$ cat src/rtl/mem_bridge_pkg.sv
// Shared types, widths and line lane helpers for the word-to-line memory bridge.
// A line holds four 16-bit words; word i sits in bits [16i+15:16i].
package mem_bridge_pkg;

  localparam int LINE_W = 64;
  localparam int WORD_W = 16;
  localparam int TAG_W  = 13;

  typedef enum logic [2:0] {
    INIT,
    IDLE,
    RD_ISSUE,
    RD_WAIT,
    WR_ISSUE,
    WR_WAIT,
    RESP
  } state_t;

  function automatic logic [WORD_W-1:0] lane_get(input logic [LINE_W-1:0] line,
                                                 input logic [1:0]        idx);
    lane_get = line[int'(idx)*WORD_W +: WORD_W];
  endfunction

  function automatic logic [LINE_W-1:0] lane_put(input logic [LINE_W-1:0] line,
                                                 input logic [1:0]        idx,
                                                 input logic [WORD_W-1:0] word);
    lane_put = line;
    lane_put[int'(idx)*WORD_W +: WORD_W] = word;
  endfunction

endpackage

$ cat src/rtl/mem_word_bridge_if.sv
// Core word port and memory line port of the bridge. The slave modport is the
// bridge's view; the master modport is the core/memory environment around it.
interface mem_word_bridge_if;
  import mem_bridge_pkg::*;

  logic              cpuReq;
  logic              cpuWr;
  logic [15:0]       cpuAddr;
  logic [WORD_W-1:0] cpuData;
  logic              cpuReady;
  logic              cpuDone;
  logic [WORD_W-1:0] cpuOut;

  logic              memStart;
  logic              memIsRd;
  logic [15:0]       memAddr;
  logic [LINE_W-1:0] memData;
  logic [LINE_W-1:0] memOut;
  logic              memFinish;

  modport slave (
    input  cpuReq, cpuWr, cpuAddr, cpuData, memOut, memFinish,
    output cpuReady, cpuDone, cpuOut, memStart, memIsRd, memAddr, memData
  );

  modport master (
    output cpuReq, cpuWr, cpuAddr, cpuData, memOut, memFinish,
    input  cpuReady, cpuDone, cpuOut, memStart, memIsRd, memAddr, memData
  );

endinterface

$ cat src/rtl/line_buf.sv
// Single-entry line buffer: tag, valid and one 64-bit line with a hit compare.
// With ENABLE=0 the entry never becomes valid, so every lookup misses.
module line_buf
  import mem_bridge_pkg::*;
#(
  parameter bit ENABLE = 1'b1
) (
  input  logic              clk,
  input  logic              rstn,
  input  logic              clear,
  input  logic              load,
  input  logic [TAG_W-1:0]  loadTag,
  input  logic [LINE_W-1:0] loadLine,
  input  logic [TAG_W-1:0]  lookupTag,
  output logic              hit,
  output logic [LINE_W-1:0] line
);

  logic             valid;
  logic [TAG_W-1:0] tag;

  always_ff @(posedge clk) begin
    if (!rstn || clear) begin
      valid <= 1'b0;
    end else if (load) begin
      valid <= ENABLE;
    end
  end

  // NOTE: tag and data are qualified by valid, so they carry no reset and stay plain storage.
  always_ff @(posedge clk) begin
    if (load) begin
      tag  <= loadTag;
      line <= loadLine;
    end
  end

  assign hit = valid && (tag == lookupTag);

endmodule

$ cat src/rtl/mem_word_bridge.sv
// Turns 16-bit core reads/writes into 64-bit line transactions; writes are
// read-modify-write, and a write-through line buffer short-circuits same-line hits.
module mem_word_bridge
  import mem_bridge_pkg::*;
#(
  parameter bit LINE_BUF = 1'b1
) (
  input logic               clk,
  input logic               rstn,
  mem_word_bridge_if.slave  bus
);

  state_t            state, nextState;
  logic              reqWr;
  logic [15:1]       reqAddr;
  logic [WORD_W-1:0] reqData;

  logic              curWr;
  logic [TAG_W-1:0]  curTag;
  logic [1:0]        curIdx;
  logic [WORD_W-1:0] curData;

  logic              bufHit;
  logic [LINE_W-1:0] bufLine;
  logic              bufLoad;
  logic [LINE_W-1:0] loadLine;
  logic [WORD_W-1:0] respWord;
  logic              unusedAddrBit;

  assign unusedAddrBit = bus.cpuAddr[0];

  // In IDLE the request is still on the bus; afterwards it lives in the latches.
  always_comb begin
    if (state == IDLE) begin
      curWr   = bus.cpuWr;
      curTag  = bus.cpuAddr[15:3];
      curIdx  = bus.cpuAddr[2:1];
      curData = bus.cpuData;
    end else begin
      curWr   = reqWr;
      curTag  = reqAddr[15:3];
      curIdx  = reqAddr[2:1];
      curData = reqData;
    end
  end

  line_buf #(.ENABLE(LINE_BUF)) u_line_buf (
    .clk       (clk),
    .rstn      (rstn),
    .clear     (state == INIT),
    .load      (bufLoad),
    .loadTag   (curTag),
    .loadLine  (loadLine),
    .lookupTag (curTag),
    .hit       (bufHit),
    .line      (bufLine)
  );

  always_comb begin
    // NOTE: every signal driven here gets a default first, so no latch is inferred.
    nextState = state;
    bufLoad   = 1'b0;
    loadLine  = bus.memOut;
    respWord  = '0;
    unique case (state)
      INIT:     if (bus.memFinish) nextState = IDLE;
      IDLE: begin
        if (bus.cpuReq) begin
          if (bufHit && !curWr) begin
            respWord  = lane_get(bufLine, curIdx);
            nextState = RESP;
          end else if (bufHit) begin
            bufLoad   = 1'b1;
            loadLine  = lane_put(bufLine, curIdx, curData);
            nextState = WR_ISSUE;
          end else begin
            nextState = RD_ISSUE;
          end
        end
      end
      RD_ISSUE: nextState = RD_WAIT;
      RD_WAIT: begin
        if (bus.memFinish) begin
          bufLoad = 1'b1;
          if (curWr) begin
            loadLine  = lane_put(bus.memOut, curIdx, curData);
            nextState = WR_ISSUE;
          end else begin
            respWord  = lane_get(bus.memOut, curIdx);
            nextState = RESP;
          end
        end
      end
      WR_ISSUE: nextState = WR_WAIT;
      WR_WAIT:  if (bus.memFinish) nextState = RESP;
      RESP:     nextState = IDLE;
      default:  nextState = INIT;
    endcase
  end

  // Outputs are registered from nextState so they line up with the state they describe.
  // NOTE: non-blocking assignments keep every register sampling pre-edge values.
  always_ff @(posedge clk) begin
    if (!rstn) begin
      state        <= INIT;
      reqWr        <= 1'b0;
      reqAddr      <= '0;
      reqData      <= '0;
      bus.cpuReady <= 1'b0;
      bus.cpuDone  <= 1'b0;
      bus.cpuOut   <= '0;
      bus.memStart <= 1'b0;
      bus.memIsRd  <= 1'b0;
      bus.memAddr  <= '0;
      bus.memData  <= '0;
    end else begin
      state <= nextState;
      if (state == IDLE && bus.cpuReq) begin
        reqWr   <= bus.cpuWr;
        reqAddr <= bus.cpuAddr[15:1];
        reqData <= bus.cpuData;
      end
      bus.cpuReady <= (nextState == IDLE);
      bus.cpuDone  <= (nextState == RESP);
      bus.cpuOut   <= respWord;
      bus.memStart <= (nextState == RD_ISSUE) || (nextState == WR_ISSUE);
      if (nextState == RD_ISSUE) begin
        bus.memIsRd <= 1'b1;
        bus.memAddr <= {curTag, 3'b000};
        bus.memData <= '0;
      end else if (nextState == WR_ISSUE) begin
        bus.memIsRd <= 1'b0;
        bus.memAddr <= {curTag, 3'b000};
        bus.memData <= loadLine;
      end
    end
  end

endmodule
$ cat src/flat_wrapper.sv
// flat-port wrapper written by rule: the top's interface ports become plain ports
module mem_word_bridge_flat import mem_bridge_pkg::*;
#(
  parameter bit LINE_BUF = 1'b1
)
  (clk, rstn, bus_cpuReq, bus_cpuWr, bus_cpuAddr, bus_cpuData, bus_memOut, bus_memFinish, bus_cpuReady, bus_cpuDone, bus_cpuOut, bus_memStart, bus_memIsRd, bus_memAddr, bus_memData);
  mem_word_bridge_if bus_i ();
  input logic clk;
  input logic rstn;
  input wire logic [$bits(bus_i.cpuReq)-1:0] bus_cpuReq;
  input wire logic [$bits(bus_i.cpuWr)-1:0] bus_cpuWr;
  input wire logic [$bits(bus_i.cpuAddr)-1:0] bus_cpuAddr;
  input wire logic [$bits(bus_i.cpuData)-1:0] bus_cpuData;
  input wire logic [$bits(bus_i.memOut)-1:0] bus_memOut;
  input wire logic [$bits(bus_i.memFinish)-1:0] bus_memFinish;
  output wire logic [$bits(bus_i.cpuReady)-1:0] bus_cpuReady;
  output wire logic [$bits(bus_i.cpuDone)-1:0] bus_cpuDone;
  output wire logic [$bits(bus_i.cpuOut)-1:0] bus_cpuOut;
  output wire logic [$bits(bus_i.memStart)-1:0] bus_memStart;
  output wire logic [$bits(bus_i.memIsRd)-1:0] bus_memIsRd;
  output wire logic [$bits(bus_i.memAddr)-1:0] bus_memAddr;
  output wire logic [$bits(bus_i.memData)-1:0] bus_memData;
  assign bus_i.cpuReq = bus_cpuReq;
  assign bus_i.cpuWr = bus_cpuWr;
  assign bus_i.cpuAddr = bus_cpuAddr;
  assign bus_i.cpuData = bus_cpuData;
  assign bus_i.memOut = bus_memOut;
  assign bus_i.memFinish = bus_memFinish;
  assign bus_cpuReady = bus_i.cpuReady;
  assign bus_cpuDone = bus_i.cpuDone;
  assign bus_cpuOut = bus_i.cpuOut;
  assign bus_memStart = bus_i.memStart;
  assign bus_memIsRd = bus_i.memIsRd;
  assign bus_memAddr = bus_i.memAddr;
  assign bus_memData = bus_i.memData;
  mem_word_bridge #(.LINE_BUF(LINE_BUF)) u_core (.clk(clk), .rstn(rstn), .bus(bus_i));
endmodule
$ cat config.mk
export PLATFORM = sky130hd
export DESIGN_NAME = mem_word_bridge_flat
export DESIGN_NICKNAME = d
export VERILOG_FILES = /design/src/rtl/mem_bridge_pkg.sv /design/src/rtl/mem_word_bridge_if.sv /design/src/rtl/line_buf.sv /design/src/rtl/mem_word_bridge.sv /design/src/flat_wrapper.sv
export SDC_FILE = /design/constraint.sdc
export NUM_CORES = 1
export LEC_CHECK = 0
export CORE_MARGIN = 4
export CORE_UTILIZATION = 62
export CTS_CLUSTER_SIZE = 28
export DETAILED_ROUTE_END_ITERATION = 7
export DONT_BUFFER_PORTS = 1
export GPL_ROUTABILITY_DRIVEN = 1
export PLACE_DENSITY = 0.78
export SLEW_MARGIN = 10
export SYNTH_ARGS = -nofsm -noshare
export SYNTH_HDL_FRONTEND = slang
export SYNTH_SLANG_ARGS = --single-unit
export TNS_END_PERCENT = 5
$ cat constraint.sdc
create_clock -name clk -period 5.7 [get_ports clk]
set_input_delay 0.57 -clock clk [delete_from_list [all_inputs] [get_ports clk]]
set_output_delay 0.57 -clock clk [all_outputs]
set_load 0.005 [all_outputs]
==> metrics <==
top post-synthesis cells by area dfxtp_1 24%, edfxtp_1 21%, mux4_2 6.5%, nand2_1 5.0%, nor2_1 3.7%; hpwl dp 24900 um; clk sinks 210; port buffer count 0; grt total ovfl 0; Ports 201; clk_lat worst skew 0.53 ns; synthesized area 11000 um^2; met2 Usage GRT 49.4%; Yosys top cell by area dfxtp_1; CP required 6.12 ns; Post-synth EDFFs 77; Initial Util 63.6%; initial antenna violation count 1; Final setup viols 0; All-Layer GR Usage 33.9%; hold slack 0.176 ns; P per Cell Area 301 nW/um^2; root buf cell clkbuf_16; Nets 1211; CP Max Fanout 53; post-placement cell area 11200 um^2; Max Clk Rate 0.208 GHz; Final Wtd Congestion 1.05; CP cell instances nor3b_4 -> buf_4 -> mux2i_1 -> o2111ai_1 -> nor4_4 -> nand3_1 -> a21oi_4 -> buf_4 -> o21ai_0 -> o211a_1; Max Cap Viol 0; initial drt markers 1430; min Tclk post-route 4.81 ns; met3 GRT Util 16.2%; postcts setup bufs 0; first-pass GRT wire length 52200 um; CTS buffer count 23; Post-DRT Antenna Nets 0; synth cell count leaders 148 x nand2_1, 133 x dfxtp_1, 110 x nor2_1; library cells used by synthesis 69; chip width 141 um; syn avg cell area 9.68 um^2; largest net degree at the start of global routing 61; Worst setup EP type flip-flop; post-synthesis sequential area ratio 45.0%; Worst Path Arrival 5.23 ns; most used routing layer met2; post-synth top area share 24.1%; Filler Cells Inserted 1347; worst vdd ir 0.299 mV; DR WL/cell 26.3 um; number of hold buffers added after cts 0; Pre-Repair DR Iteration Count 7; setup TNS 0 ns; top-count cell post-synth nand2_1; Setup Skew 0.0237 ns; core area 17400 um^2; Async SR Flop Fraction 0%; vias in the first global route 8598; Max Root-Sink Buffers 3; leakage power 4.25 nW; Hold Vio Cnt, Final 0; Worst-Margin Slew 1.17 ns; Worst Path Class, Setup flip-flop to flip-flop; share of cells above drive strength 1 13.6%; DRC 0; relative slew slack 19.6%; Post-CTS Resized 0; row count 48; Ys Warns 0; Post-Syn Instances 1141; total number of vias 9508; Finished Cell Area 12000 um^2; Hold Path Class input port to flip-flop; CP Launch Type flip-flop; CP peak stage delay 0.80 ns; CTS H-tree depth 1; Routed WL 35600 um; met1 global-route usage 45.1%; Layout Cells excl Fill 1351; CTS tree yes; crit-path most repeated cell buf_4; synthesized flop and latch total 210; area of the die 20000 um^2; RSZ-0062 raised after global routing no; outcome completed; Die Y 141 um; Final Cycle Share 84.4%; placed cells 1305; Final Max Tran Viols 0; commonest register cell after synthesis dfxtp_1; overall power 3.61 mW; Area Growth Syn to Fin 8.66%; clock slew at reported path FFs 0.06 ns; DR vias/cell 7.04; Slowest cell on crit path nor3b_4
==> stage by stage <==
| step | util (%) | setup WS (ns) |
|---|---|---|
| finish | 69.1 | 0.891 |
| global route | 69.1 | 0.639 |
| CTS | 69.1 | 1.03 |
| detailed placement | 64.7 | 1.02 |
| global placement | 64.7 | 1.16 |
| floorplan | - | 1.08 |
==> critical path, delay by kind of cell (launching register included) <==
family / cells / cell delay, ns
flops: 1 / 0.65
buf+inv: 2 / 0.80
mux: 1 / 0.29
simple gates: 3 / 1.95
compound gates: 4 / 0.98
==> metal layers <==
metal	vias up	wire (um)
li1	4184	-
met1	4467	13000
met2	737	14900
met3	118	6250
met4	2	1410
met5	-	20
==> report_power, final <==
group,switching [mW],internal [mW]
logic,0.293,0.193
registers,0.0271,1.59
clock network,0.628,0.878
==> area by class of cell <==
cell class	count	area (um^2)	area share, %
sequential	210	4970	41.5
clock inverter	13	131	1.09
antenna	4	10.0	0.0834
clock buffer	29	628	5.23
tap	225	282	2.35
inverter	41	154	1.28
timing repair buffer	30	250	2.09
multi-input combinational	799	5570	46.4
==> worst paths after layout <==
kind | startpoint | to | slack (ns) | depth (start not counted)
worst max-delay path | u_core.state[0] | u_core.bus.memAddr[12] | 0.89 | 10
worst min-delay path | rstn | u_core.bus.memAddr[3] | 0.18 | 1
worst max register to register | u_core.state[0] | u_core.bus.memAddr[12] | 0.89 | 10
worst min register to register | u_core.reqData[10] | u_core.reqData[10] | 0.46 | 2
==> kinds of logic (layout without fill, tap and decap cells) <==
kind of cell | after synthesis | count (layout) | share of synthesized area [%]
compound gates | 355 | 355 | 23.8
xor+xnor | 5 | 5 | 0.397
fa+ha+maj | 5 | 5 | 0.566
buf+inv | 134 | 113 | 5.10
flops | 210 | 210 | 45.0
mux | 79 | 79 | 10.9
other cells | 1 | 7 | 0.0340
simple gates | 352 | 352 | 14.2
==> state kept, by name (all words and copies together), names as in the netlist, 3 cells and up <==
signal                  count
u_core.bus.memAddr         13
u_core.reqData             16
u_core.bus.cpuOut          16
u_core.reqAddr             15
u_core.state                3
u_core.bus.memData         64
u_core.u_line_buf.line     64
u_core.u_line_buf.tag      13
==> cells in the final DEF, fill, tap and decap left out, types with 5 or more instances in the layout <==
cell type and count:
o311a_1 7, nor2b_1 16, o21ai_0 68, a31oi_1 13, nor3_1 26, o22ai_1 34
o21bai_1 11, nand3_1 16, mux2_2 10, a21oi_1 34, ha_1 5, nand2_1 147
a22o_1 44, dfxtp_1 133, o211a_1 7, buf_4 28, o221a_2 26, inv_1 40
o2bb2ai_1 14, mux4_2 32, clkbuf_16 23, nor2_1 107, mux2i_1 36, a22oi_1 17
a221o_1 13, a21boi_0 33, edfxtp_1 77
Power figures use the tool's default switching activity.
